==> config.mk <==
export PLATFORM = sky130hd
export DESIGN_NAME = controle_jogo
export DESIGN_NICKNAME = d
export VERILOG_FILES = /design/src/rtl/controle_jogo_pkg.sv /design/src/rtl/controle_jogo_contador_tentativas.sv /design/src/rtl/controle_jogo.sv
export SDC_FILE = /design/constraint.sdc
export NUM_CORES = 1
export LEC_CHECK = 0
export ABC_AREA = 0
export ABC_CLOCK_PERIOD_IN_PS = 4350
export CAP_MARGIN = 20
export CELL_PAD_IN_SITES_DETAIL_PLACEMENT = 1
export CELL_PAD_IN_SITES_GLOBAL_PLACEMENT = 1
export CORE_MARGIN = 2
export CORE_UTILIZATION = 37
export DETAILED_ROUTE_END_ITERATION = 7
export GPL_ROUTABILITY_DRIVEN = 0
export MAX_ROUTING_LAYER = met4
export PLACE_DENSITY_LB_ADDON = 0.1
export SYNTH_ARGS = -nofsm -noshare
export SYNTH_HDL_FRONTEND = slang
export SYNTH_HIERARCHICAL = 1
export SYNTH_SLANG_ARGS = --single-unit
==> constraint.sdc <==
create_clock -name clk -period 4.35 [get_ports clk]
set_clock_uncertainty 0.15 [all_clocks]
set_input_delay 1.0875 -clock clk [delete_from_list [all_inputs] [get_ports clk]]
set_output_delay 1.0875 -clock clk [all_outputs]
set_load 0.01 [all_outputs]
==> src/rtl/controle_jogo_pkg.sv <==
// Shared types and constants for the two-secret guessing game controller.
package controle_jogo_pkg;

   localparam int TENT_W = 4;

   typedef enum logic [2:0] {
      PROG_A   = 3'd0,
      PROG_B   = 3'd1,
      ADIV_A   = 3'd2,
      AVALIA_A = 3'd3,
      ADIV_B   = 3'd4,
      AVALIA_B = 3'd5,
      VITORIA  = 3'd6,
      DERROTA  = 3'd7
   } estado_t;

   localparam logic [1:0] COMP_MENOR = 2'b00;
   localparam logic [1:0] COMP_MAIOR = 2'b01;
   localparam logic [1:0] COMP_IGUAL = 2'b10;
   localparam logic [1:0] DICA_NULA  = 2'b11;

endpackage

==> src/rtl/controle_jogo_contador_tentativas.sv <==
// Saturating attempt counter: counts confirmed guesses up to MAX, flags exhaustion.
module contador_tentativas
   import controle_jogo_pkg::*;
#(
   parameter int MAX = 8
) (
   input  logic              clk,
   input  logic              rst_n,
   input  logic              inc,
   input  logic              clr,
   output logic [TENT_W-1:0] cnt,
   output logic              esgotado
);

   logic [TENT_W-1:0] cnt_q;
   logic [TENT_W-1:0] cnt_d;

   // next count: clear wins, increment stops at the budget
   always_comb begin
      cnt_d = cnt_q;
      if (clr) begin
         cnt_d = {TENT_W{1'b0}};
      end else if (inc && (cnt_q != TENT_W'(MAX))) begin
         cnt_d = cnt_q + TENT_W'(1);
      end else begin
         cnt_d = cnt_q;
      end
   end

   // count register
   always_ff @(posedge clk or negedge rst_n) begin
      if (!rst_n) begin
         cnt_q <= {TENT_W{1'b0}};
      end else begin
         cnt_q <= cnt_d;
      end
   end

   assign cnt      = cnt_q;
   assign esgotado = (cnt_q == TENT_W'(MAX));

endmodule

==> src/rtl/controle_jogo.sv <==
// Game sequencer: programs secrets A/B, collects guesses, declares win/loss.
// Define CONTROLE_JOGO_ULTIMA_DICA_EN to register the last sampled comp on ultima_dica.
module controle_jogo
   import controle_jogo_pkg::*;
#(
   parameter int MAX_TENT = 8
) (
   input  logic              clk,
   input  logic              rst_n,
   input  logic [3:0]        sw_valor,
   input  logic              btn_confirma,
   input  logic [1:0]        comp,
   output logic [3:0]        senhaA,
   output logic [2:0]        senhaB,
   output logic [3:0]        tentativaA,
   output logic [2:0]        tentativaB,
   output logic              modoB,
   output logic [TENT_W-1:0] tentativas,
   output logic              vitoria,
   output logic              derrota,
   output logic [2:0]        fase,
   output logic [1:0]        ultima_dica
);

   estado_t    estado_q, estado_d;
   logic [3:0] senha_a_q, senha_a_d;
   logic [2:0] senha_b_q, senha_b_d;
   logic [3:0] tent_a_q, tent_a_d;
   logic [2:0] tent_b_q, tent_b_d;
   logic       modo_b_q, modo_b_d;
   logic       vitoria_q, vitoria_d;
   logic       derrota_q, derrota_d;
   logic       cnt_inc, cnt_clr, esgotado;

   contador_tentativas #(.MAX(MAX_TENT)) u_contador (
      .clk      (clk),
      .rst_n    (rst_n),
      .inc      (cnt_inc),
      .clr      (cnt_clr),
      .cnt      (tentativas),
      .esgotado (esgotado)
   );

   // next-state and data-path decisions
   always_comb begin
      estado_d  = estado_q;
      senha_a_d = senha_a_q;
      senha_b_d = senha_b_q;
      tent_a_d  = tent_a_q;
      tent_b_d  = tent_b_q;
      cnt_inc   = 1'b0;
      cnt_clr   = 1'b0;
      case (estado_q)
         PROG_A: begin
            if (btn_confirma) begin
               senha_a_d = sw_valor;
               estado_d  = PROG_B;
            end else begin
               estado_d  = PROG_A;
            end
         end
         PROG_B: begin
            if (btn_confirma) begin
               senha_b_d = sw_valor[2:0];
               estado_d  = ADIV_A;
            end else begin
               estado_d  = PROG_B;
            end
         end
         ADIV_A: begin
            if (btn_confirma) begin
               tent_a_d = sw_valor;
               cnt_inc  = 1'b1;
               estado_d = AVALIA_A;
            end else begin
               estado_d = ADIV_A;
            end
         end
         // equality is checked before the budget so a hit on the last try still counts
         AVALIA_A: begin
            if (comp == COMP_IGUAL) begin
               estado_d = ADIV_B;
            end else if (esgotado) begin
               estado_d = DERROTA;
            end else begin
               estado_d = ADIV_A;
            end
         end
         ADIV_B: begin
            if (btn_confirma) begin
               tent_b_d = sw_valor[2:0];
               cnt_inc  = 1'b1;
               estado_d = AVALIA_B;
            end else begin
               estado_d = ADIV_B;
            end
         end
         AVALIA_B: begin
            if (comp == COMP_IGUAL) begin
               estado_d = VITORIA;
            end else if (esgotado) begin
               estado_d = DERROTA;
            end else begin
               estado_d = ADIV_B;
            end
         end
         VITORIA, DERROTA: begin
            if (btn_confirma) begin
               senha_a_d = 4'd0;
               senha_b_d = 3'd0;
               tent_a_d  = 4'd0;
               tent_b_d  = 3'd0;
               cnt_clr   = 1'b1;
               estado_d  = PROG_A;
            end else begin
               estado_d  = estado_q;
            end
         end
         default: begin
            estado_d = PROG_A;
         end
      endcase
   end

   // flag outputs are computed from the next state so they register with it
   always_comb begin
      modo_b_d  = modo_b_q;
      if (cnt_clr) begin
         modo_b_d = 1'b0;
      end else if ((estado_d == ADIV_B) || (estado_d == AVALIA_B)) begin
         modo_b_d = 1'b1;
      end else begin
         modo_b_d = modo_b_q;
      end
      vitoria_d = (estado_d == VITORIA);
      derrota_d = (estado_d == DERROTA);
   end

   // state and data registers
   always_ff @(posedge clk or negedge rst_n) begin
      if (!rst_n) begin
         estado_q  <= PROG_A;
         senha_a_q <= 4'd0;
         senha_b_q <= 3'd0;
         tent_a_q  <= 4'd0;
         tent_b_q  <= 3'd0;
         modo_b_q  <= 1'b0;
         vitoria_q <= 1'b0;
         derrota_q <= 1'b0;
      end else begin
         estado_q  <= estado_d;
         senha_a_q <= senha_a_d;
         senha_b_q <= senha_b_d;
         tent_a_q  <= tent_a_d;
         tent_b_q  <= tent_b_d;
         modo_b_q  <= modo_b_d;
         vitoria_q <= vitoria_d;
         derrota_q <= derrota_d;
      end
   end

`ifdef CONTROLE_JOGO_ULTIMA_DICA_EN
   logic [1:0] dica_q;

   // last hint: sampled in every evaluation cycle, forgotten on restart
   always_ff @(posedge clk or negedge rst_n) begin
      if (!rst_n) begin
         dica_q <= DICA_NULA;
      end else if (cnt_clr) begin
         dica_q <= DICA_NULA;
      end else if ((estado_q == AVALIA_A) || (estado_q == AVALIA_B)) begin
         dica_q <= comp;
      end else begin
         dica_q <= dica_q;
      end
   end

   assign ultima_dica = dica_q;
`else
   assign ultima_dica = DICA_NULA;
`endif

   assign senhaA     = senha_a_q;
   assign senhaB     = senha_b_q;
   assign tentativaA = tent_a_q;
   assign tentativaB = tent_b_q;
   assign modoB      = modo_b_q;
   assign vitoria    = vitoria_q;
   assign derrota    = derrota_q;
   assign fase       = estado_q;

endmodule

[After elaboration in Yosys (flattened, before gate mapping)]
Cells that the tools add are included.
Storage, ports and cells
  register bits: 24
  bits of input ports: 9
  output and inout bits: 26
  logic and storage cells: 69
Operators by class
  $add $sub $neg: 1
  equality and inequality tests: 19
  multiplexer cells: 25
  reduce and logical (&&, ||, !) cells: 15
Operator list (number)
  3-bit equality test, second input constant: 8
  3-bit case mux with 7 select lines: 1
  4-bit 2-to-1 mux: 4
  4-bit case mux with 2 select lines: 2
  3-bit 2-to-1 mux: 5
  3-bit case mux with 2 select lines: 2
  3-bit AND reduction: 4
  2-bit nonzero test: 6
  2-bit != test, second input constant: 5
  1-bit 2-to-1 mux: 8
  3-bit by 2-bit equality test with 1-bit output, second input constant: 2
  2-bit 2-to-1 mux: 3
  4-bit by 1-bit adder with 4-bit output, second input constant: 1
  4-bit equality test, second input constant: 1
  4-bit != test, second input constant: 1
  2-bit OR reduction: 2
  3-bit by 1-bit equality test with 1-bit output, second input constant: 1
  3-bit zero test: 1
  2-bit equality test, second input constant: 1
  1-bit logical AND: 1
  1-bit logical OR: 1

[Longest topological paths before layout]
Gate-level depths: netlist of run 1.
  depth in word-level cells: 8
  gate-level depth with buffers: 7
  gate-level depth less buffers: 7

[By module]
The synthesis of run 1 kept the hierarchy.
By module, submodules not included
  controle_jogo: times used 1, cells each 103, area an instance 1064.8 um2, seq. area each 500.5 um2
  contador_tentativas: times used 1, cells each 24, area an instance 232.7 um2, seq. area each 100.1 um2

[Least setup slack after synthesis of run 1]
No wires, ideal clock.
  kind: in2reg
  start: input port btn_confirma
  end: register u_contador.cnt_q[0], in the netlist u_contador/cnt[0]
  library setup time: 0.125 ns
  data arrival time: 1.883 ns
  data required time: 4.075 ns
  slack: 2.192 ns
  stages on the path: 4
  path buffers: 1
  cell sequence: buf_2 -> o211a_1 -> o21a_1 -> mux2_4
On the way
  word-level cells in the longest chain between the ends: 4
  elaborated cells between the ends (all ways): 6
  those cells by class: mux (4); reduce/logical (2)
RTL lines
  from (decl): line controle_jogo.sv:11  | input logic btn_confirma,
  1-bit 2-to-1 mux: line controle_jogo.sv:71, controle_jogo.sv:90
  1-bit 2-to-1 mux
  net cnt_inc: line controle_jogo.sv:33  | logic cnt_inc, cnt_clr, esgotado;
  1-bit logical AND: line controle_jogo_contador_tentativas.sv:23  | end else if (inc && (cnt_q != TENT_W'(MAX))) begin
  2-bit nonzero test (no source line)
  to (signal assigned): line controle_jogo_contador_tentativas.sv:33  | cnt_q <= {TENT_W{1'b0}};
  to (signal assigned): line controle_jogo_contador_tentativas.sv:35  | cnt_q <= cnt_d;
  to (decl): line controle_jogo_contador_tentativas.sv:15  | logic [TENT_W-1:0] cnt_q;
The timed path passes the listed nets, and every way through them passes these cells.
A chain may end at the register's enable or synchronous reset.

[Final worst setup path of run 1]
  start: register estado_q[0], in the netlist fase[0]
  end: output port fase[0]
RTL lines
  from (decl): line controle_jogo.sv:25  | estado_t estado_q, estado_d;
  from (signal assigned): line controle_jogo.sv:151  | estado_q <= estado_d;
  to (decl): line controle_jogo.sv:21  | output logic [2:0] fase,
No word-level cell between the ends.

==> results of run 1 <==
## sequential cells by signal (all words and copies together) (netlist names)
register,cells
derrota,1
fase,3
modoB,1
senhaA,4
senhaB,3
tentativaA,4
tentativaB,3
u_contador/cnt,4
vitoria,1
## report_power, final
| part | internal (mW) | total (mW) | leakage, nW | switching [mW] |
|---|---|---|---|---|
| sequential | 0.322 | 0.427 | 0.293 | 0.104 |
| combinational | 0.343 | 0.650 | 0.408 | 0.306 |
| clock | 0.0932 | 0.167 | 0.0279 | 0.0738 |
| total | 0.759 | 1.24 | 0.728 | 0.484 |
## cells in the mapped netlist, drive strengths merged
cell type | n | area (um2)
a21o | 1 | 7.51
a21oi | 5 | 25.0
a22o | 4 | 35.0
a22oi | 4 | 30.0
a311o | 1 | 10.0
a32oi | 3 | 26.3
and2 | 1 | 6.26
and2b | 1 | 7.51
and3 | 1 | 6.26
and4b | 3 | 30.0
buf | 8 | 57.6
clkbuf | 1 | 3.75
conb | 1 | 3.75
dfrtp | 24 | 601
ha | 2 | 25.0
inv | 5 | 18.8
mux2 | 1 | 15.0
mux2i | 1 | 10.0
nand2 | 11 | 41.3
nand2b | 3 | 18.8
nand3b | 2 | 15.0
nand4 | 1 | 6.26
nor2 | 8 | 30.0
nor2b | 5 | 31.3
nor3 | 2 | 15.0
nor3b | 1 | 12.5
nor4b | 1 | 15.0
o211a | 1 | 10.0
o211ai | 2 | 15.0
o21a | 2 | 15.0
o21ai | 8 | 43.8
o221ai | 1 | 8.76
o22ai | 1 | 6.26
o2bb2ai | 7 | 61.3
or2 | 1 | 8.76
or2b | 1 | 7.51
or3b | 1 | 8.76
xor2 | 1 | 8.76
## logic make-up after synthesis
kind of cell	count (synthesis)	synth area share, %
and+or+nand+nor	43	20.1
AOI/OAI and AO/OA	40	22.7
DFF	24	46.3
buffers and inverters	14	6.17
adders and majority gates	2	1.93
muxes	2	1.93
other	1	0.289
xor gates and xnor gates	1	0.675
## cell type report
class	count	share of cell area, %
Tap cell	46	3.38
Sequential cell	24	35.3
Clock buffer	3	1.32
Multi-Input combinational cell	90	36.5
Clock inverter	1	1.77
Inverter	5	1.10
Timing Repair Buffer	35	20.6
## per-layer routing
metal,up-vias,GRT usage (%),part of all wire (%)
li1,522,-,-
met4,0,7.34,0.89
met2,30,29.3,50
met3,4,2.14,3.1
met5,-,-,0
met1,539,23.8,46
## stage by stage
stage | std cells | power, mW
floorplan | 128 | 0.803
global placement | 199 | 1.06
detailed placement | 199 | 1.09
CTS | 203 | 1.26
global route | 204 | 1.34
finish | 204 | 1.24
## final timing paths
path / from / to / slack (ns) / cells past startpoint
min: tentativaA[1]$_DFFE_PN0P_ / tentativaA[1]$_DFFE_PN0P_ / 0.38 / 1
min reg2reg: tentativaA[1]$_DFFE_PN0P_ / tentativaA[1]$_DFFE_PN0P_ / 0.38 / 1
max: fase[0]$_DFF_PN0_ / fase[0] / 1.30 / 1
max reg2reg: fase[1]$_DFF_PN0_ / u_contador/cnt[2]$_DFFE_PN0P_ / 2.40 / 6
min in group asynchronous: rst_n / fase[2]$_DFF_PN0_ / 0.91 / 1
max in group asynchronous: rst_n / senhaB[1]$_DFFE_PN0P_ / 2.68 / 2
## cell usage in the layout, fill, tap and decap left out, types with 2 or more instances in the layout
master           count
clkdlybuf4s50_1     32
dfrtp_1             24
nand2_1             11
nor2_1               8
o2bb2ai_1            7
inv_1                5
nor2b_1              5
a21oi_1              5
o21ai_0              4
a22oi_1              4
a22o_1               4
nand2b_1             3
o21ai_1              3
a32oi_1              3
and4b_1              3
clkbuf_4             3
nand3b_1             2
o211ai_1             2
o21a_1               2
conb_1               2
buf_4                2
ha_1                 2
==> results.cfg, run 1 <==
[die]
rows = 21
die-area_mm2 = 0.00400
chipHeight_um = 63.2
initial_core_util_pct = 38.6
core-area_mm2 = 0.00336
die_w_um = 63.2
io-pin-count = 35

[power_and_ir_drop]
power_density_mw_per_mm2 = 731
power_leakage_nw = 0.728
ir_drop_mv = 0.269

[drt]
ant_nets = 0
drt_wl_total_um = 3240
vias_per_cell = 5.37
first_pass_iters = 4
drt_iter0_drc = 26
drc_errors = 0
vias = 1095
wl_per_cell_um = 15.9

[yosys]
syn_area_mm2 = 0.00130
ys_ff_latch = 24
ys_types = 42
syn_avg_cell_area_um2 = 10.2
synth_cells = 127
ys_seq_area_share_pct = 46.3
yosysWarnings = 6

[clocking]
path_clk_slew_ns = 0.14
clk_latency_ns = 0.32
h-tree-depth = 1
cts_setup_buffers = 0
cts_tree = built
clock-root-buffer = clkbuf_4
cts_max_path_buffers = 2
cts_made_buffers = 3
ctsHoldBuffers = 0
clock-sinks = 24
cts_resized = 0

[placed_design]
place_ws_ns = 1.44
port_buffers = 32
place_area_mm2 = 0.00163
dp_hpwl_um = 2330

[sta]
hold_ws_ns = 0.380
slew_violations = 0
slew_headroom_pct = 53.6
hold_viol = 0
grt_setup_unrepaired = false
fmax_ghz = 0.328
setup_tns_ns = 0
setup_slack_ns = 1.30
tightest_slew_ns = 0.696
finalCriticalPeriod_ns = 3.05
fin_crit_sh_pct = 70.1
setup_viol = 0

[worst_setup_path]
critical_path_class = flip-flop to output port
path_buf_inv = 1
cp_max_fo = 22
cp.arrival_ns = 1.81
cp.required_ns = 3.11
slowest_delay_ns = 0.82
end_kind = output port
crit_family = flip-flops
cp_slowest_cell = dfrtp_1
worstPathCellList = clkdlybuf4s50_1
crit_path_start_kind = flip-flop

[finish]
fin_nets = 170
multi_input_comb_area_um2 = 621
finalInstanceArea_mm2 = 0.00170
seq_area_um2 = 601
antenna_cells = 0
drive_above_1_share_pct = 8.23
utilization_pct = 50.6
area_growth_pct = 31.1
nFillCells = 395

[global_route]
globalRouteOverflowTotal = 0
grt_use_total_pct = 18.3
grt_antenna_before_repair = 0
grt_max_degree = 27
grt_pass1_wl_um = 5690
grt_pass1_vias = 1168

[run]
max_cap_violations = 0

[hold_path]
hold_class = flip-flop to flip-flop

[outcome]
status = complete, no violations
Power figures use the tool's default switching activity.
==> run 2, diff against run 1 <==
ABC_CLOCK_PERIOD_IN_PS = 2500   (was 4350)
CORE_UTILIZATION = 32   (was 37)
clock period = 2.5 ns   (was 4.35 ns; I/O delays follow)
==> results.cfg, run 2 (same netlist as run 1, synthesis figures left out) <==
[worst_setup_path]
cp_max_fo = 8
path_buf_inv = 1
slowest_delay_ns = 0.59
crit_path_start_kind = flip-flop
cp_slowest_cell = clkdlybuf4s50_1
cp.arrival_ns = 1.36
cp.required_ns = 1.73
crit_family = buffers and inverters
end_kind = output port
worstPathCellList = clkdlybuf4s50_1
critical_path_class = flip-flop to output port

[run]
max_cap_violations = 0

[sta]
setup_viol = 0
grt_setup_unrepaired = false
hold_ws_ns = 0.363
setup_tns_ns = 0
slew_violations = 0
fin_crit_sh_pct = 85.4
hold_viol = 0
finalCriticalPeriod_ns = 2.13
fmax_ghz = 0.469

[drt]
drc_errors = 0
first_pass_iters = 4
vias_per_cell = 5.14
ant_nets = 0
vias = 1090
wl_per_cell_um = 16.0
drt_wl_total_um = 3390
drt_iter0_drc = 32

[clocking]
cts_setup_buffers = 0
clock-sinks = 24
cts_max_path_buffers = 2
cts_resized = 0
h-tree-depth = 1
ctsHoldBuffers = 0
clock-root-buffer = clkbuf_8
cts_made_buffers = 3
cts_tree = built
clk_latency_ns = 0.26
path_clk_slew_ns = 0.09

[power_and_ir_drop]
ir_drop_mv = 0.542
power_leakage_nw = 0.745
p_total_mw = 2.16
pwr-share-seq_pct = 33.2
swShare_pct = 39.0
power_density_mw_per_mm2 = 1250
switchingPower_mw = 0.844
p_clk_share_pct = 12.3
combPwrFrac_pct = 54.6
internal_power_mw = 1.32

[finish]
antenna_cells = 0
finalInstanceArea_mm2 = 0.00173
mostFrequentLayoutCells = clkdlybuf4s50_1, dfrtp_1, nand2_1
area_growth_pct = 33.4
fin_nets = 174
layout_commonest_cell = clkdlybuf4s50_1
drive_above_1_share_pct = 10.5

[global_route]
grt_pass1_vias = 1121
grt_use_total_pct = 16.7
grt_max_degree = 25
globalRouteOverflowTotal = 0
grt_antenna_before_repair = 0
grt_pass1_wl_um = 5500

[outcome]
status = complete, no violations

[placed_design]
port_buffers = 32
dp_hpwl_um = 2580
place_area_mm2 = 0.00168

[die]
io-pin-count = 35
initial_core_util_pct = 32.9
chipHeight_um = 67.7
die_w_um = 67.7
rows = 23
die-area_mm2 = 0.00458
core-area_mm2 = 0.00394

[hold_path]
hold_class = flip-flop to flip-flop
==> run 2: cell types whose count changed in the layout (fill, tap and decap cells not counted), sizes merged <==
| cell | delta |
|---|---|
| buf | +4 |
| bufinv | -1 |
| clkbuf | +1 |
==> run 2: final cells by class <==
class | count | area (um2)
Clock buffer | 4 | 55.1
Inverter | 5 | 18.8
Sequential cell | 24 | 601
Fill cell | 449 | 2210
Timing Repair Buffer | 39 | 373
Tap cell | 50 | 62.6
Multi-Input combinational cell | 90 | 621
==> run 2: power by group through the flow <==
stage | combinational (mW) | clock, mW | sequential (mW)
6_report | 1.18 | 0.265 | 0.717
5_1_grt | 1.30 | 0.298 | 0.751
4_1_cts | 1.20 | 0.276 | 0.722
3_5_place_dp | 1.20 | 0 | 0.728
3_3_place_gp | 1.16 | 0 | 0.717
2_1_floorplan | 0.614 | 0 | 0.783
==> run 2: path summary, 6_finish.rpt <==
path / startpoint / to / slack [ns] / cells past startpoint
setup / recovery: fase[1]$_DFF_PN0_ / fase[1] / 0.37 / 1
hold / removal: tentativaA[0]$_DFFE_PN0P_ / tentativaA[0]$_DFFE_PN0P_ / 0.36 / 1
setup reg to reg: u_contador/cnt[0]$_DFFE_PN0P_ / fase[0]$_DFF_PN0_ / 0.66 / 7
hold reg to reg: tentativaA[0]$_DFFE_PN0P_ / tentativaA[0]$_DFFE_PN0P_ / 0.36 / 1
max in group asynchronous: rst_n / senhaB[0]$_DFFE_PN0P_ / 1.38 / 2
min in group asynchronous: rst_n / tentativaA[1]$_DFFE_PN0P_ / 0.57 / 2
==> run 2: through the flow <==
stage	worst slack, ns	util, %	instances
floorplan	0.804	-	128
global placement	0.335	42.5	208
detailed placement	0.324	42.5	208
CTS	0.358	43.9	212
global route	0.301	43.9	212
finish	0.366	43.9	212
==> run 2: routing by layer <==
metal	share of wire, %	routed length [um]	global-route usage, %
met1	44	1480	19.9
met2	53	1780	28.8
met3	3.2	108	2.67
met4	0.62	21	5.36
met5	0	0	-
==> run 3, diff against run 2 <==
CORE_MARGIN = default   (was 2)
==> results.cfg, run 3 (same netlist as run 1, synthesis figures left out) <==
[outcome]
status = complete, no violations

[worst_setup_path]
worstRegToRegCells = 5
critical_path_class = flip-flop to output port
path_buf_inv = 1
end_kind = output port
crit_path_start_kind = flip-flop
rr_endpoint = u_contador/cnt[2]$_DFFE_PN0P_
crit_family = buffers and inverters
cp.required_ns = 1.73
rrSetupSlack_ns = 0.72
cp.arrival_ns = 1.39
cp_slowest_cell = clkdlybuf4s50_1
slowest_delay_ns = 0.60
cp_max_fo = 10
rr_startpoint = fase[1]$_DFF_PN0_
worstPathCellList = clkdlybuf4s50_1

[die]
core-area_mm2 = 0.00377
die-area_mm2 = 0.00431
io-pin-count = 35
die_w_um = 65.7
chipHeight_um = 65.7
initial_core_util_pct = 34.4
rows = 22

[clocking]
h-tree-depth = 1
clock-sinks = 24
clk_latency_ns = 0.27
cts_max_path_buffers = 2
ctsHoldBuffers = 0
cts_made_buffers = 3
cts_resized = 0
cts_tree = built
clock-root-buffer = clkbuf_8
cts_setup_buffers = 0
path_clk_slew_ns = 0.09

[power_and_ir_drop]
ir_drop_mv = 0.418
p_total_mw = 2.23
power_density_mw_per_mm2 = 1280
power_leakage_nw = 0.748

[finish]
final_cells = 209
mostFrequentLayoutCells = clkdlybuf4s50_1, dfrtp_1, nand2_1
antenna_cells = 0
drive_above_1_share_pct = 9.94
utilization_pct = 46.1
finalInstanceArea_mm2 = 0.00174
area_growth_pct = 33.8
layout_commonest_cell = clkdlybuf4s50_1
fin_nets = 173

[sta]
finalCriticalPeriod_ns = 2.16
setup_slack_ns = 0.336
grt_setup_unrepaired = false
fmax_ghz = 0.462
setup_viol = 0
slew_violations = 0
hold_viol = 0
fin_crit_sh_pct = 86.6
setup_tns_ns = 0
hold_ws_ns = 0.357

[drt]
ant_nets = 0
vias = 1095
vias_per_cell = 5.24
drc_errors = 0
first_pass_iters = 4
drt_wl_total_um = 3260
drt_iter0_drc = 48
wl_per_cell_um = 15.6

[global_route]
grt_pass1_wl_um = 5520
grt_antenna_before_repair = 0
globalRouteOverflowTotal = 0
grt_max_degree = 25
grt_pass1_vias = 1179
grt_use_total_pct = 17.1

[placed_design]
place_ws_ns = 0.207
dp_hpwl_um = 2320
place_area_mm2 = 0.00167
post-place-cells = 205
port_buffers = 32

[hold_path]
hold_start = tentativaA[0]$_DFFE_PN0P_
worstHoldEndpoint = tentativaA[0]$_DFFE_PN0P_
hold_class = flip-flop to flip-flop
hold_path_depth = 1

[run]
max_cap_violations = 0
-- run 3: worst max-delay path by stage --
stage                      startpoint                             to  cells past startpoint
finish              fase[1]$_DFF_PN0_                        fase[1]                      1
global route        fase[1]$_DFF_PN0_                        fase[1]                      1
CTS                 fase[1]$_DFF_PN0_                        fase[1]                      1
detailed placement       btn_confirma  u_contador/cnt[2]$_DFFE_PN0P_                      5
global placement         btn_confirma  u_contador/cnt[0]$_DFFE_PN0P_                      4
floorplan                btn_confirma  u_contador/cnt[0]$_DFFE_PN0P_                      4
-- run 3: final cells by class --
class | count | area [um2]
fill | 434 | 2030
multi-input combinational | 90 | 621
clock inverter | 1 | 30.0
clock buffer | 3 | 41.3
sequential | 24 | 601
inverter | 5 | 18.8
tap | 48 | 60.1
timing repair buffer | 38 | 365
-- run 3: power breakdown --
part	switching, mW	internal (mW)	leakage (nW)
Clock	0.132	0.214	0.0357
Sequential	0.163	0.563	0.293
Combinational	0.547	0.613	0.419
-- run 3: routing by layer --
metal	wire, um	up-vias	global-route usage (%)	share of wire (%)
met1	1550	544	22.1	48
met5	0	-	-	0
met4	36	0	4.89	1.1
met2	1550	23	27.7	48
met3	116	4	2.60	3.6
li1	-	524	-	-
